### config.mk
export PLATFORM = sky130hd
export DESIGN_NAME = alu_issue_arbiter_flat
export DESIGN_NICKNAME = d
export VERILOG_FILES = /design/src/rtl/alu_issue_arbiter.sv /design/src/rtl/alu_issue_arbiter_if.sv /design/src/flat_wrapper.sv
export SDC_FILE = /design/constraint.sdc
export NUM_CORES = 1
export LEC_CHECK = 0
export CAP_MARGIN = 20
export CORE_MARGIN = 3
export CORE_UTILIZATION = 27
export CTS_CLUSTER_SIZE = 20
export DETAILED_ROUTE_END_ITERATION = 16
export PLACE_DENSITY = 0.65
export SLEW_MARGIN = 15
export SYNTH_ARGS = -nofsm -noshare
export SYNTH_HDL_FRONTEND = slang
export SYNTH_SLANG_ARGS = --single-unit
### constraint.sdc
create_clock -name clk -period 1.9 [get_ports clk]
set_input_delay 0.38 -clock clk [delete_from_list [all_inputs] [get_ports clk]]
set_output_delay 0.38 -clock clk [all_outputs]
set_load 0.02 [all_outputs]
### src/rtl/alu_issue_arbiter.sv
// Round-robin issue of ALU reservation-station entries into a two-stage
// execute (p1) / writeback (p2) pipe feeding the common data bus.
package lc3b_types;
    typedef enum logic [2:0] {
        alu_add, alu_and, alu_not, alu_pass, alu_sll, alu_srl, alu_sra
    } lc3b_aluop;
endpackage

module alu_issue_arbiter #(
    parameter int NUM_RS    = 4,
    parameter int TAG_WIDTH = 3,
    parameter int DATA_W    = 16
) (
    input  logic              clk,
    input  logic              rst_n,
    input  logic              flush,
    alu_issue_arbiter_if.slave bus
);
    import lc3b_types::*;

    localparam int PTR_W = (NUM_RS > 1) ? $clog2(NUM_RS) : 1;

    logic [PTR_W-1:0]     r_ptr;

    logic                 r_vld_p1;
    lc3b_aluop            r_op_p1;
    logic [DATA_W-1:0]    r_a_p1;
    logic [DATA_W-1:0]    r_b_p1;
    logic [TAG_WIDTH-1:0] r_tag_p1;

    logic                 r_vld_p2;
    logic [TAG_WIDTH-1:0] r_tag_p2;
    logic [DATA_W-1:0]    r_data_p2;

    logic                 w_wb_free;
    logic                 w_ex_adv;
    logic                 w_issue_ok;
    logic                 w_found;
    logic                 w_grant;
    logic [PTR_W-1:0]     w_idx;
    logic [PTR_W-1:0]     w_win;
    logic [PTR_W-1:0]     w_ptr_nxt;

    assign w_wb_free  = !r_vld_p2 || bus.cdb_ack;
    assign w_ex_adv   = r_vld_p1 && w_wb_free;
    // rst_n gates issue so no entry believes it was granted while the pipe is held in reset
    assign w_issue_ok = rst_n && (!r_vld_p1 || w_ex_adv) && !flush;
    assign w_grant    = w_issue_ok && w_found;

    // First ready entry at or after the pointer, wrapping past the top index
    always_comb begin
        w_found = 1'b0;
        w_win   = '0;
        w_idx   = '0;
        for (int k = 0; k < NUM_RS; k++) begin
            w_idx = PTR_W'((int'(r_ptr) + k) % NUM_RS);
            if (!w_found && bus.rs_ready[w_idx]) begin
                w_found = 1'b1;
                w_win   = w_idx;
            end
        end
    end

    assign w_ptr_nxt = (int'(w_win) == NUM_RS - 1) ? '0 : w_win + 1'b1;

    always_comb begin
        bus.rs_grant = '0;
        if (w_grant) bus.rs_grant[w_win] = 1'b1;
    end

    assign bus.alu_op   = r_op_p1;
    assign bus.alu_a    = r_a_p1;
    assign bus.alu_b    = r_b_p1;
    assign bus.cdb_req  = r_vld_p2;
    assign bus.cdb_tag  = r_tag_p2;
    assign bus.cdb_data = r_data_p2;

    always_ff @(posedge clk or negedge rst_n) begin
        if (!rst_n) begin
            r_ptr     <= '0;
            r_vld_p1  <= 1'b0;
            r_op_p1   <= alu_pass;
            r_a_p1    <= '0;
            r_b_p1    <= '0;
            r_tag_p1  <= '0;
            r_vld_p2  <= 1'b0;
            r_tag_p2  <= '0;
            r_data_p2 <= '0;
        end else begin
            // issue -> execute (p1)
            if (w_grant) begin
                r_vld_p1 <= 1'b1;
                r_op_p1  <= lc3b_aluop'(bus.rs_aluop[w_win]);
                r_a_p1   <= bus.rs_opa[w_win];
                r_b_p1   <= bus.rs_opb[w_win];
                r_tag_p1 <= bus.rs_tag[w_win];
                r_ptr    <= w_ptr_nxt;
            end else if (w_ex_adv || flush) begin
                r_vld_p1 <= 1'b0;
            end

            // execute -> writeback (p2); a flush squashes rather than delivers
            if (w_ex_adv && !flush) begin
                r_vld_p2  <= 1'b1;
                r_tag_p2  <= r_tag_p1;
                r_data_p2 <= bus.alu_f;
            end else if (bus.cdb_ack || flush) begin
                r_vld_p2 <= 1'b0;
            end
        end
    end
endmodule
### src/rtl/alu_issue_arbiter_if.sv
// Reservation-station, ALU and CDB signal bundle around the ALU issue arbiter.
// The arbiter takes the slave modport; the surrounding core (or bench) takes master.
interface alu_issue_arbiter_if #(
    parameter int NUM_RS    = 4,
    parameter int TAG_WIDTH = 3,
    parameter int DATA_W    = 16,
    parameter int ALUOP_W   = 3
);
    logic [NUM_RS-1:0]                rs_ready;
    logic [NUM_RS-1:0][ALUOP_W-1:0]   rs_aluop;
    logic [NUM_RS-1:0][DATA_W-1:0]    rs_opa;
    logic [NUM_RS-1:0][DATA_W-1:0]    rs_opb;
    logic [NUM_RS-1:0][TAG_WIDTH-1:0] rs_tag;
    logic [NUM_RS-1:0]                rs_grant;

    logic [ALUOP_W-1:0]               alu_op;
    logic [DATA_W-1:0]                alu_a;
    logic [DATA_W-1:0]                alu_b;
    logic [DATA_W-1:0]                alu_f;

    logic                             cdb_req;
    logic [TAG_WIDTH-1:0]             cdb_tag;
    logic [DATA_W-1:0]                cdb_data;
    logic                             cdb_ack;

    modport master (
        output rs_ready, rs_aluop, rs_opa, rs_opb, rs_tag, alu_f, cdb_ack,
        input  rs_grant, alu_op, alu_a, alu_b, cdb_req, cdb_tag, cdb_data
    );

    modport slave (
        input  rs_ready, rs_aluop, rs_opa, rs_opb, rs_tag, alu_f, cdb_ack,
        output rs_grant, alu_op, alu_a, alu_b, cdb_req, cdb_tag, cdb_data
    );
endinterface

### src/flat_wrapper.sv
// flat-port wrapper written by rule: the top's interface ports become plain ports
module alu_issue_arbiter_flat import lc3b_types::*;
#(
    parameter int NUM_RS    = 4,
    parameter int TAG_WIDTH = 3,
    parameter int DATA_W    = 16
)
  (clk, rst_n, flush, bus_rs_ready, bus_rs_aluop, bus_rs_opa, bus_rs_opb, bus_rs_tag, bus_alu_f, bus_cdb_ack, bus_rs_grant, bus_alu_op, bus_alu_a, bus_alu_b, bus_cdb_req, bus_cdb_tag, bus_cdb_data);
  alu_issue_arbiter_if #(.NUM_RS(NUM_RS), .TAG_WIDTH(TAG_WIDTH), .DATA_W(DATA_W)) bus_i ();
  input  logic clk;
  input  logic rst_n;
  input  logic flush;
  input wire logic [$bits(bus_i.rs_ready)-1:0] bus_rs_ready;
  input wire logic [$bits(bus_i.rs_aluop)-1:0] bus_rs_aluop;
  input wire logic [$bits(bus_i.rs_opa)-1:0] bus_rs_opa;
  input wire logic [$bits(bus_i.rs_opb)-1:0] bus_rs_opb;
  input wire logic [$bits(bus_i.rs_tag)-1:0] bus_rs_tag;
  input wire logic [$bits(bus_i.alu_f)-1:0] bus_alu_f;
  input wire logic [$bits(bus_i.cdb_ack)-1:0] bus_cdb_ack;
  output wire logic [$bits(bus_i.rs_grant)-1:0] bus_rs_grant;
  output wire logic [$bits(bus_i.alu_op)-1:0] bus_alu_op;
  output wire logic [$bits(bus_i.alu_a)-1:0] bus_alu_a;
  output wire logic [$bits(bus_i.alu_b)-1:0] bus_alu_b;
  output wire logic [$bits(bus_i.cdb_req)-1:0] bus_cdb_req;
  output wire logic [$bits(bus_i.cdb_tag)-1:0] bus_cdb_tag;
  output wire logic [$bits(bus_i.cdb_data)-1:0] bus_cdb_data;
  assign bus_i.rs_ready = bus_rs_ready;
  assign bus_i.rs_aluop = bus_rs_aluop;
  assign bus_i.rs_opa = bus_rs_opa;
  assign bus_i.rs_opb = bus_rs_opb;
  assign bus_i.rs_tag = bus_rs_tag;
  assign bus_i.alu_f = bus_alu_f;
  assign bus_i.cdb_ack = bus_cdb_ack;
  assign bus_rs_grant = bus_i.rs_grant;
  assign bus_alu_op = bus_i.alu_op;
  assign bus_alu_a = bus_i.alu_a;
  assign bus_alu_b = bus_i.alu_b;
  assign bus_cdb_req = bus_i.cdb_req;
  assign bus_cdb_tag = bus_i.cdb_tag;
  assign bus_cdb_data = bus_i.cdb_data;
  alu_issue_arbiter #(.NUM_RS(NUM_RS), .TAG_WIDTH(TAG_WIDTH), .DATA_W(DATA_W)) u_core (.clk(clk), .rst_n(rst_n), .flush(flush), .bus(bus_i));
endmodule
Yosys cells after proc, flatten, opt, wreduce, memory -nomap -nowiden
Cells that the tools add are included.
W data, S select, Z words.

storage, ports and cells
  flip-flop bits (word level) = 61
  bits in latches = 0
  memory bits (writable) = 0
  bits in read-only memories = 0
  input port bits = 176
  output and inout bits = 59
  word-level logic and storage cells = 73
  memories kept = 0

operators by class
  $add $sub $neg = 4
  $mul = 0
  div/mod/pow operators = 0
  $lt $le $gt $ge = 6
  eq/ne operators = 1
  shifts and indexed selects = 0
  mux-type cells = 32
  bitwise operators = 0
  reduce and logical (&&, ||, !) cells = 21

operators by type and width
  operator               number
  $bmux W16 S2           2
  $mux W16               2
  $lt A2 B3 Y1 const B   5
  $mux W1                13
  $bmux W3 S2            2
  $mux W2                5
  $logic_and A1 B1 Y1    9
  $bmux W1 S2            4
  $logic_not A1 Y1       6
  $mux W3                2
  $add A2 B1 Y2 const B  2
  $add A2 B2 Y2 const B  2
  $logic_or A1 B1 Y1     4
  $mux W4                1
  $reduce_bool A2 Y1     2
  $demux W1 S2           1
  $eq A2 B1 Y1 const B   1
  $ge A2 B1 Y1 const B   1

Logic depth before layout (Yosys ltp)
Gate-level depths: netlist (run 1).

  depth in word-level cells = 17
  depth in mapped cells = 7
  depth with buffers taken out = 5

Worst setup path before layout (run 1)
No wires, ideal clock.

  path kind = flip-flop to output port
  start = register u_core.r_vld_p2, in the netlist u_core.bus.cdb_req
  end = output bus_rs_grant[1]
  data arrival time = 1.569 ns
  data required time = 1.520 ns
  setup slack = -0.049 ns
  cell stages (with the launch flop) = 7
  buffers on the path = 1
  cells stage by stage = dfrtp_1 -> nor2b_1 -> a21oi_1 -> and3b_4 -> nand2_4 -> buf_6 -> nor2_1

between the ends
  longest elaborated chain between the ends = 8

ends and longest elaborated chain
  element                           RTL line                  text
  start, declared                   alu_issue_arbiter.sv:31   logic r_vld_p2;
  start signal, assigned            alu_issue_arbiter.sv:86   r_vld_p2 <= 1'b0;
  start signal, assigned            alu_issue_arbiter.sv:104  r_vld_p2 <= 1'b1;
  start signal, assigned            alu_issue_arbiter.sv:108  r_vld_p2 <= 1'b0;
  $logic_not A1 Y1                  alu_issue_arbiter.sv:44   assign w_wb_free = !r_vld_p2 || bus.cdb_ack;
  $logic_or A1 B1 Y1                alu_issue_arbiter.sv:44
  $logic_and A1 B1 Y1               alu_issue_arbiter.sv:45   assign w_ex_adv = r_vld_p1 && w_wb_free;
  $logic_or A1 B1 Y1                alu_issue_arbiter.sv:47   assign w_issue_ok = rst_n && (!r_vld_p1 || w_ex_adv) && !flush;
  $logic_and A1 B1 Y1 (2 in a row)  alu_issue_arbiter.sv:47
  $logic_and A1 B1 Y1               alu_issue_arbiter.sv:48   assign w_grant = w_issue_ok && w_found;
  $mux W4                           alu_issue_arbiter.sv:68   if (w_grant) bus.rs_grant[w_win] = 1'b1;
  end, declared                     flat_wrapper.sv:20        output wire logic [$bits(bus_i.rs_grant)-1:0] bus_rs_grant;

No other way between the ends.

Worst setup path in the final report (run 1)
  start = register u_core.r_ptr[1]
  end = output bus_rs_grant[3]

between the ends
  longest elaborated chain between the ends = 17
  elaborated cells on any way between the ends = 32
  classes of those cells = add/sub: 3; order compare: 2; mux: 19; reduce/logical: 8

ends and longest elaborated chain
  element                                                RTL line                 text
  start, declared                                        alu_issue_arbiter.sv:23  logic [PTR_W-1:0] r_ptr;
  start signal, assigned                                 alu_issue_arbiter.sv:97  r_ptr <= w_ptr_nxt;
  branches (longest 16 deep; another with $lt A2 B3 Y1)  --
  $mux W4 (*)                                            alu_issue_arbiter.sv:68

Every way passes the cells marked *. The select of a mux whose other input is x is not followed.

==> results of run 1 <==
-- state kept, by name, summed over array words and instances, names as in the netlist --
register and flops:
u_core.bus.alu_a 16, u_core.bus.alu_b 16, u_core.bus.cdb_req 1, u_core.r_ptr 2, u_core.r_vld_p1 1, u_core.bus.cdb_data 16, u_core.bus.alu_op 3, u_core.bus.cdb_tag 3
u_core.r_tag_p1 3
-- power by group --
group	total (uW)	internal, uW	switching [uW]
logic	4080	2270	1810
clock network	1590	1020	572
registers	2000	1750	254
-- metal layers --
layer	share of wire, %	up-vias	GRT usage, %
li1	-	1597	-
met1	37	1655	18.19
met2	55	133	30.43
met3	7.0	14	4.942
met4	1.3	0	4.272
met5	0	-	0
-- logic make-up (layout without fill, tap and decap cells) --
kind of cell,count (synthesis),after routing,share of synthesized area [%]
buf+inv,25,289,6.241
compound gates,45,45,15.73
mux,97,97,27.75
simple gates,56,56,7.322
fa+ha+maj,1,1,0.3486
flops,61,61,42.61
-- cell usage after synthesis --
cell type,number,area share [%]
a21oi_1,4,0.56
dfstp_2,2,1.5
clkbuf_1,4,0.42
buf_6,13,4.1
nand2_4,1,0.31
and3b_4,1,0.35
ha_1,1,0.35
dfrtp_1,59,41
nor3b_1,2,0.42
a21boi_1,1,0.21
nor4_1,1,0.17
inv_1,2,0.21
a2bb2oi_1,1,0.24
mux2i_1,77,21
o221ai_2,28,12
nand2b_4,1,0.38
buf_4,2,0.42
mux2_2,20,6.3
nand3b_1,3,0.63
nor2b_1,1,0.17
o221ai_1,10,2.4
and2_1,1,0.17
buf_2,2,0.28
a211oi_4,1,0.56
buf_8,2,0.84
nor2_1,5,0.52
nand2_1,40,4.2
-- metrics by stage --
| stage | hold slack (ns) | worst slack (ns) | total power (uW) | setup TNS [ns] |
|---|---|---|---|---|
| final | 0.3737 | -0.1805 | 7673 | -0.5104 |
| after detailed placement | 0.4711 | -0.8307 | 5457 | -28.00 |
| after global placement | 0.4675 | -0.7656 | 5411 | -25.90 |
| after floorplan | 0.08441 | -0.04879 | 3945 | -0.09758 |
| after global routing | 0.4615 | -0.2408 | 8088 | -0.8282 |
| after CTS | 0.4284 | -0.1892 | 7353 | -0.9023 |
-- worst max-delay path, delay by kind of cell (launching register included) --
family	cells	cell delay, ns
flip-flops	1	0.44
AO/OA/AOI/OAI	1	0.28
adder cells (fa/ha/maj)	1	0.23
multiplexers	1	0.18
AND/OR/NAND/NOR	1	0.14
buffers and inverters	1	0.11
-- layout make-up --
type	instances	area share, %
repair buffers	271	41.11
multi-input cells	199	29.54
flip-flops and latches	61	21.91
clock buffers	13	4.012
well taps	172	3.081
clock inverters	3	0.2508
inverters	2	0.1075
-- worst max path at each step --
stage | start | to | slack [ns] | depth (start not counted)
2_1_floorplan | u_core.bus.cdb_req | bus_rs_grant[0] | -0.05 | 6
3_3_place_gp | bus_rs_ready[1] | bus_rs_grant[3] | -0.77 | 6
3_5_place_dp | bus_rs_ready[1] | bus_rs_grant[3] | -0.83 | 6
4_1_cts | u_core.r_ptr[1] | bus_rs_grant[3] | -0.19 | 5
5_1_grt | u_core.r_ptr[1] | bus_rs_grant[3] | -0.24 | 5
6_report | u_core.r_ptr[1] | bus_rs_grant[3] | -0.18 | 5
-- timing repair --
| action | 4_1_cts | 5_1_grt |
|---|---|---|
| cloned | 1 | 8 |
| resized for setup | 62 | 33 |
| buffers inserted | 8 | 3 |
| pin swaps | 9 | 6 |
| setup endpoints to repair | 43 | 59 |
==> results.txt, run 1 <==
Maxcap violations = 0
Avg WL per Cell = 18.39 um
Gr usage total = 16.44%
Max IR drop VDD = 0.0004299 V
Crit path time final = 2.081 ns
P_leak = 0.002861 uW
Placed insts = 687
Critical path arrival = 1.70 ns
Post-route cell area = 6985 um^2
Fmax = 0.4807 GHz
Crit path required time = 1.52 ns
Global route total overflow = 0
Highest-count cells in the layout ignoring fill and taps = clkdlybuf4s50_1 (224), dfrtp_1 (58), mux2i_1 (53)
Core area = 12820 um^2
Clock Tree Root = clkbuf_16
R2r setup slk = 0.04 ns
R2r worst-path depth = 8
Final period util = 109.5%
Final Wtd Congestion = 0.8986
Antenna fix cells = 0
CTS clk-pin slew, worst paths = 0.05 ns
DRT antenna net count = 0
Status = complete, but fails checks
Failing checks = negative setup slack
IO Pins = 235
Reg2reg start = u_core.bus.cdb_req
Routed vias/inst = 4.714
Netlist Area Pre-Place = 3588 um^2
Tightest Pin Transition = 0.8075 ns
Setup crit start kind = register
Slowest cell delay on critical path = 0.44 ns
Cells after Synth = 285
Slew HR = 46.17%
Horiz. Die Dim = 121.3 um
Synthesis-to-finish area growth = 94.67%
Clock Latency Late Sink = 0.33 ns
Initial antenna violation count = 0
Filler Cells Inserted = 1112
Residual DRC count = 0
Vias in the first global route = 3648
Synth cell types = 27
Syn_area_per_cell = 12.59 um^2
Final hold violation count = 0
Hold buffers post-CTS = 0
Reg-to-Reg End = u_core.bus.cdb_data[3]
CTS tree = built
Buffers on Ports = 234
Nets = 721
Cts bufs inserted = 9
Hold Path Class = primary input to async pin
Routed via count = 3399
Pwr dens = 1098 nW/um^2
FF/Latch Area = 1530 um^2
Clk sinks = 61
Final Util = 54.47%
Initial Util = 27.98%
Total die area = 14710 um^2
H-tree Lvls = 3
Area after DPL = 6142 um^2
Layout cell share with drive strength beyond 1 = 27.87%
Pin count of the biggest net entering global routing = 62
Final Max Tran Viols = 0
DR iter-0 viols = 98
Clock skew = 0.006451 ns
WS Path Type = register to primary output
Final setup fails = 4
Sequential fraction of the synthesis area = 42.61%
First-pass GRT wire length = 19000 um
Rows = 41
Commonest non-fill, non-tap cell in the layout = clkdlybuf4s50_1
Final worst slack = -0.1805 ns
Max clock buf depth = 2
Syn_nets = 462
Slowest CP cell = dfrtp_2
Final non-filler cell total = 721
HPWL after DPL = 8971 um
Detailed Route WL = 13260 um
Ys Warns = 0
Multi-input logic area = 2063 um^2
Pre-antenna DRT Iters = 4
Die height = 121.3 um
CP Max Fanout = 4
Critical path, cell by cell = mux2i_2 -> a211oi_4 -> ha_2 -> and2_4 -> buf_6
RSZ-0062 raised after global routing = yes
CP endpoint kind = primary output
Synthesized flop and latch total = 61
Note: power is estimated with default switching activity, not from simulation.
==> run 2, diff against run 1 <==
- DONT_BUFFER_PORTS: default -> 1
- PLACE_DENSITY: 0.65 -> 0.42
- SLEW_MARGIN: 15 -> default
==> results.txt, run 2 (synthesis gave the netlist of run 1 again) <==
CP endpoint kind = primary output
Avg WL per Cell = 21.82 um (+19%)
CTS clk-pin slew, worst paths = 0.05 ns (about the same)
IO Pins = 235 (unchanged)
Worst Hold Path EP = u_core.bus.cdb_req
Post-route cell area = 4523 um^2 (-35%)
CP Max Fanout = 4 (unchanged)
Final setup fails = 4 (unchanged)
Hold path depth = 1
Final Max Tran Viols = 0 (unchanged)
Max clock buf depth = 2 (unchanged)
HPWL after DPL = 7039 um (-22%)
Initial Util = 27.98% (unchanged)
Initial antenna violation count = 0 (unchanged)
Residual DRC count = 0 (unchanged)
Area after DPL = 3795 um^2 (-38%)
WS Path Type = register to primary output
Critical path, cell by cell = mux2i_2 -> a211oi_4 -> nand2b_4 -> nor2_2 -> buf_6
Final Wtd Congestion = 0.7189 (-20%)
Pre-antenna DRT Iters = 3 (-1)
Reg2reg start = u_core.bus.cdb_req
Routed via count = 2532 (-26%)
Clock skew = 0.003236 ns (-0.003215 ns)
Gr usage total = 13.24% (-3.2 points)
Power share of the clock group = 28.3% (+7.6 points)
Total die area = 14710 um^2 (unchanged)
Fmax = 0.5048 GHz (+5.0%)
Clock Tree Root = clkbuf_16
P_leak = 0.001946 uW (-32%)
Final hold violation count = 0 (unchanged)
Slowest cell delay on critical path = 0.44 ns (about the same)
Final non-filler cell total = 488 (-32%)
Failing checks = negative setup slack
Pin count of the biggest net entering global routing = 62 (unchanged)
Power after layout = 6368 uW (-17%)
Antenna fix cells = 0 (unchanged)
Sw Pwr = 2338 uW (-11%)
DR iter-0 viols = 131 (+34%)
Seq pwr share = 40.4% (+14 points)
HP Start = flush
Detailed Route WL = 10650 um (-20%)
Routed vias/inst = 5.189 (+10%)
H-tree Lvls = 3 (unchanged)
Crit path time final = 1.981 ns (-0.09954 ns)
Reg-to-Reg End = u_core.bus.alu_a[4]
Status = complete, but fails checks
Core area = 12820 um^2 (unchanged)
Max IR drop VDD = 0.0004687 V (+9.0%)
Pwr dens = 1408 nW/um^2 (+28%)
Hold Path Class = primary input to register
Cts bufs inserted = 9 (unchanged)
Setup crit start kind = register
Final period util = 104.3% (-5.2 points)
Comb power frac = 31.3% (-22 points)
Highest-count cells in the layout ignoring fill and taps = mux2i_1 (67), dfrtp_1 (58), nand2_1 (38)
Vias in the first global route = 2715 (-26%)
Slowest CP cell = dfrtp_2
Placed insts = 450 (-34%)
Commonest non-fill, non-tap cell in the layout = mux2i_1
Switch share = 36.71% (+2.3 points)
DRT antenna net count = 0 (unchanged)
Tightest Pin Transition = 0.3585 ns (-0.4490 ns)
Critical path arrival = 1.60 ns (-0.10 ns)
Horiz. Die Dim = 121.3 um (unchanged)
CTS tree = built
Hold slack = 0.1128 ns (-0.2610 ns)
Global route total overflow = 0 (unchanged)
First-pass GRT wire length = 14810 um (-22%)
Final worst slack = -0.08096 ns (+0.09954 ns)
Die height = 121.3 um (unchanged)
Slew HR = 76.05% (+30 points)
Nets = 488 (-32%)
Buffers on Ports = 0 (-100%)
R2r setup slk = 0.06 ns (+0.02 ns)
R2r worst-path depth = 11 (+3)
Synthesis-to-finish area growth = 26.05%
RSZ-0062 raised after global routing = yes
Clock Latency Late Sink = 0.33 ns (about the same)
Clk sinks = 61 (unchanged)
Int Pwr = 4030 uW (-20%)
Layout cell share with drive strength beyond 1 = 41.46% (+14 points)
Maxcap violations = 0 (unchanged)
Rows = 41 (unchanged)
Crit path required time = 1.52 ns (about the same)
## run 2: cell type report
| cell class | instances | area [um^2] |
|---|---|---|
| multi-input cells | 199 | 1949 |
| flip-flops and latches | 61 | 1530 |
| inverters | 2 | 7.507 |
| clock buffers | 12 | 256.5 |
| well taps | 172 | 215.2 |
| clock inverters | 4 | 70.07 |
| repair buffers | 38 | 494.2 |
| fillers | 1259 | 8302 |
## run 2: routing by layer
layer,GRT usage (%),routed length [um]
met5,0,0
met3,3.310,697
met4,7.073,222
met2,22.97,5608
met1,14.86,4121
## run 2: critical path, delay by kind of cell (launching register included)
kind,cells,cell delay [ns]
flops,1,0.44
compound gates,1,0.29
simple gates,2,0.25
mux,1,0.18
buf+inv,1,0.12
## run 2: repair_timing
item                                    4_1_cts  5_1_grt
gates cloned                                  0        5
endpoints found under the setup margin        5       43
gates resized for setup                      15       22
pin swaps                                     4        3
hold buffers                                  2        0
setup buffers                                12        4
hold endpoints to repair                     61        0
## run 2: how the worst max path moves through the flow
stage                                   from                   end  slack [ns]  depth (start not counted)
after floorplan           u_core.bus.cdb_req       bus_rs_grant[0]       -0.05                          6
final                        u_core.r_ptr[1]       bus_rs_grant[0]       -0.08                          5
after global routing         u_core.r_ptr[0]       bus_rs_grant[3]       -0.16                          5
after detailed placement     u_core.r_ptr[1]  u_core.bus.alu_b[13]      -0.006                          6
after CTS                    u_core.r_ptr[1]       bus_rs_grant[0]       -0.09                          5
after global placement       u_core.r_ptr[1]       bus_rs_grant[3]        0.08                          5
## run 2: power by group through the flow
stage | clock [uW] | sequential [uW] | combinational, uW
global placement | 0 | 2600 | 1620
finish | 1800 | 2570 | 1990
CTS | 1870 | 2580 | 1780
floorplan | 0 | 2470 | 1480
detailed placement | 0 | 2600 | 1670
global route | 1940 | 2620 | 2190
## run 2: stage by stage
stage	utilization, %	setup TNS (ns)	setup slack [ns]
floorplan	-	-0.09758	-0.04879
detailed placement	29.59	-0.007090	-0.006269
global placement	29.59	0	0.07642
CTS	33.49	-0.3042	-0.09405
finish	35.27	-0.2807	-0.08096
global route	35.27	-0.7778	-0.1643
==> run 3, diff against run 2 <==
- CAP_MARGIN: 20 -> 25
- REMOVE_ABC_BUFFERS: default -> 1
==> results.txt, run 3 (synthesis gave the netlist of run 1 again) <==
Detailed Route WL = 10070 um (-5.4%)
Vias in the first global route = 2648 (-2.5%)
Hold Path Class = primary input to register
First-pass GRT wire length = 14040 um (-5.2%)
Residual DRC count = 0 (unchanged)
Int Pwr = 3750 uW (-6.9%)
Slew HR = 74.91% (-1.1 points)
Highest-count cells in the layout ignoring fill and taps = mux2i_1 (75), dfrtp_1 (59), nand2_1 (37)
Sw Pwr = 2361 uW (+0.97%)
Nets = 487 (-0.20%)
IO Pins = 235 (unchanged)
Reg-to-Reg End = u_core.bus.alu_b[2]
Status = complete, but fails checks
Final setup fails = 4 (unchanged)
Layout cell share with drive strength beyond 1 = 38.22% (-3.2 points)
CTS clk-pin slew, worst paths = 0.06 ns (about the same)
CP endpoint kind = primary output
DRT antenna net count = 0 (unchanged)
Worst Hold Path EP = u_core.bus.cdb_req
FF/Latch Area = 1529 um^2 (about the same)
Initial Util = 27.98% (unchanged)
Cts bufs inserted = 9 (unchanged)
Routed vias/inst = 5.136 (-1.0%)
HPWL after DPL = 6673 um (-5.2%)
Final worst slack = -0.1226 ns (-0.04162 ns)
CTS tree = built
Avg WL per Cell = 20.73 um (-5.0%)
Final hold violation count = 0 (unchanged)
Reg2reg start = u_core.r_ptr[1]
Crit path time final = 2.023 ns (+0.04162 ns)
WS Path Type = register to primary output
Core area = 12820 um^2 (unchanged)
Clk sinks = 61 (unchanged)
Max IR drop VDD = 0.0006128 V (+31%)
Fmax = 0.4944 GHz (-2.1%)
Tightest Pin Transition = 0.3756 ns (+0.01709 ns)
Commonest non-fill, non-tap cell in the layout = mux2i_1
CP Max Fanout = 4 (unchanged)
Setup crit start kind = register
Rows = 41 (unchanged)
Die height = 121.3 um (unchanged)
Final Max Tran Viols = 0 (unchanged)
Critical path arrival = 1.64 ns (+0.04 ns)
Failing checks = negative setup slack
Critical path buffers and inverters = 2 (+1)
Cell mode on critical path = buf_4
Comb power frac = 33.5% (+2.2 points)
Initial antenna violation count = 0 (unchanged)
DR iter-0 viols = 68 (-48%)
Crit path required time = 1.52 ns (about the same)
Switch share = 38.63% (+1.9 points)
Buffers on Ports = 0 (unchanged)
Power after layout = 6110 uW (-4.0%)
P_leak = 0.001941 uW (-0.28%)
Global route total overflow = 0 (unchanged)
Seq pwr share = 42.2% (+1.8 points)
Multi-input logic area = 1932 um^2 (-0.90%)
Routed via count = 2496 (-1.4%)
Synthesis-to-finish area growth = 24.76%
Pre-antenna DRT Iters = 6 (+3)
Hold path depth = 1 (unchanged)
Gr usage total = 12.59% (-0.65 points)
Final period util = 106.5% (+2.2 points)
HP Start = flush
Stages on the worst setup path = 5 (unchanged)
H-tree Lvls = 3 (unchanged)
Critical path, cell by cell = buf_4 -> buf_4 -> a2bb2oi_4 -> ha_1 -> and2_2
Pwr dens = 1365 nW/um^2 (-3.0%)
CP top delay family = flip-flops
Power share of the clock group = 24.3% (-4.0 points)
Clock Latency Late Sink = 0.33 ns (about the same)
Post-route cell area = 4477 um^2 (-1.0%)
Total die area = 14710 um^2 (unchanged)
Antenna fix cells = 0 (unchanged)
RSZ-0062 raised after global routing = yes
Maxcap violations = 0 (unchanged)
Slowest cell delay on critical path = 0.43 ns (about the same)
Clock skew = 0.006929 ns (+0.003693 ns)
R2r setup slk = 0.06 ns (about the same)
R2r worst-path depth = 8 (-3)
Final Wtd Congestion = 0.6788 (-5.6%)
Clock Tree Root = clkbuf_16
Filler Cells Inserted = 1264 (+0.40%)
Max clock buf depth = 2 (unchanged)
Area after DPL = 3842 um^2 (+1.3%)
Pin count of the biggest net entering global routing = 62 (unchanged)
Slowest CP cell = dfrtp_1
Horiz. Die Dim = 121.3 um (unchanged)
==> run 3: stage by stage <==
step	setup TNS (ns)	hold WS, ns	util [%]	instances	worst slack, ns
2_1_floorplan	-242.44	0.08441	-	262	-5.698
3_3_place_gp	0	0.08626	29.96	450	0.08309
3_5_place_dp	0	0.08582	29.96	450	0.009678
4_1_cts	-0.4815	0.08722	33.56	480	-0.1280
5_1_grt	-0.6855	0.08807	34.91	486	-0.1812
6_report	-0.4370	0.1063	34.91	486	-0.1226
==> run 3: worst max-delay path by stage <==
| stage | endpoint | startpoint |
|---|---|---|
| after CTS | bus_rs_grant[3] | u_core.r_ptr[1] |
| after global placement | bus_rs_grant[3] | u_core.r_ptr[1] |
| after global routing | bus_rs_grant[0] | u_core.bus.cdb_req |
| final | bus_rs_grant[3] | u_core.r_ptr[1] |
| after floorplan | bus_rs_grant[0] | u_core.r_ptr[0] |
| after detailed placement | u_core.bus.alu_a[14] | u_core.r_ptr[0] |
==> run 3: routing by layer <==
metal | routed length [um] | vias to the layer above | global-route usage, %
li1 | - | 1128 | -
met1 | 3823 | 1199 | 13.82
met2 | 5075 | 156 | 21.52
met3 | 972 | 13 | 5.921
met4 | 202 | 0 | 3.992
met5 | 0 | - | 0
==> run 3: final cells by class <==
cell class | instances | area share [%]
inverters | 2 | 0.1677
flip-flops and latches | 61 | 34.15
repair buffers | 37 | 11.74
well taps | 172 | 4.807
clock buffers | 11 | 5.422
clock inverters | 4 | 0.5590
multi-input cells | 199 | 43.15
==> run 3: repair_timing <==
action	CTS	global route
endpoints found under the setup margin	4	44
hold buffers	2	0
endpoints found under the hold margin	61	0
pin swaps	5	5
cloned	1	4
gates resized for setup	10	16
setup buffers	12	4
==> run 3: power by group through the flow <==
stage          Combinational, uW  Clock, uW  Sequential [uW]
4_1_cts                     1910       1550             2590
3_3_place_gp                1690          0             2610
3_5_place_dp                1740          0             2590
5_1_grt                     2230       1610             2640
2_1_floorplan               1270          0             2400
6_report                    2050       1480             2580
==> run 3: worst reg2reg max path, cell delays in order, from the launching register on <==
cell	delay, ns
dfrtp_1	0.43
buf_4	0.15
buf_4	0.11
a2bb2oi_4	0.19
buf_12	0.14
buf_4	0.15
buf_12	0.16
mux2i_1	0.25
o221ai_2	0.12
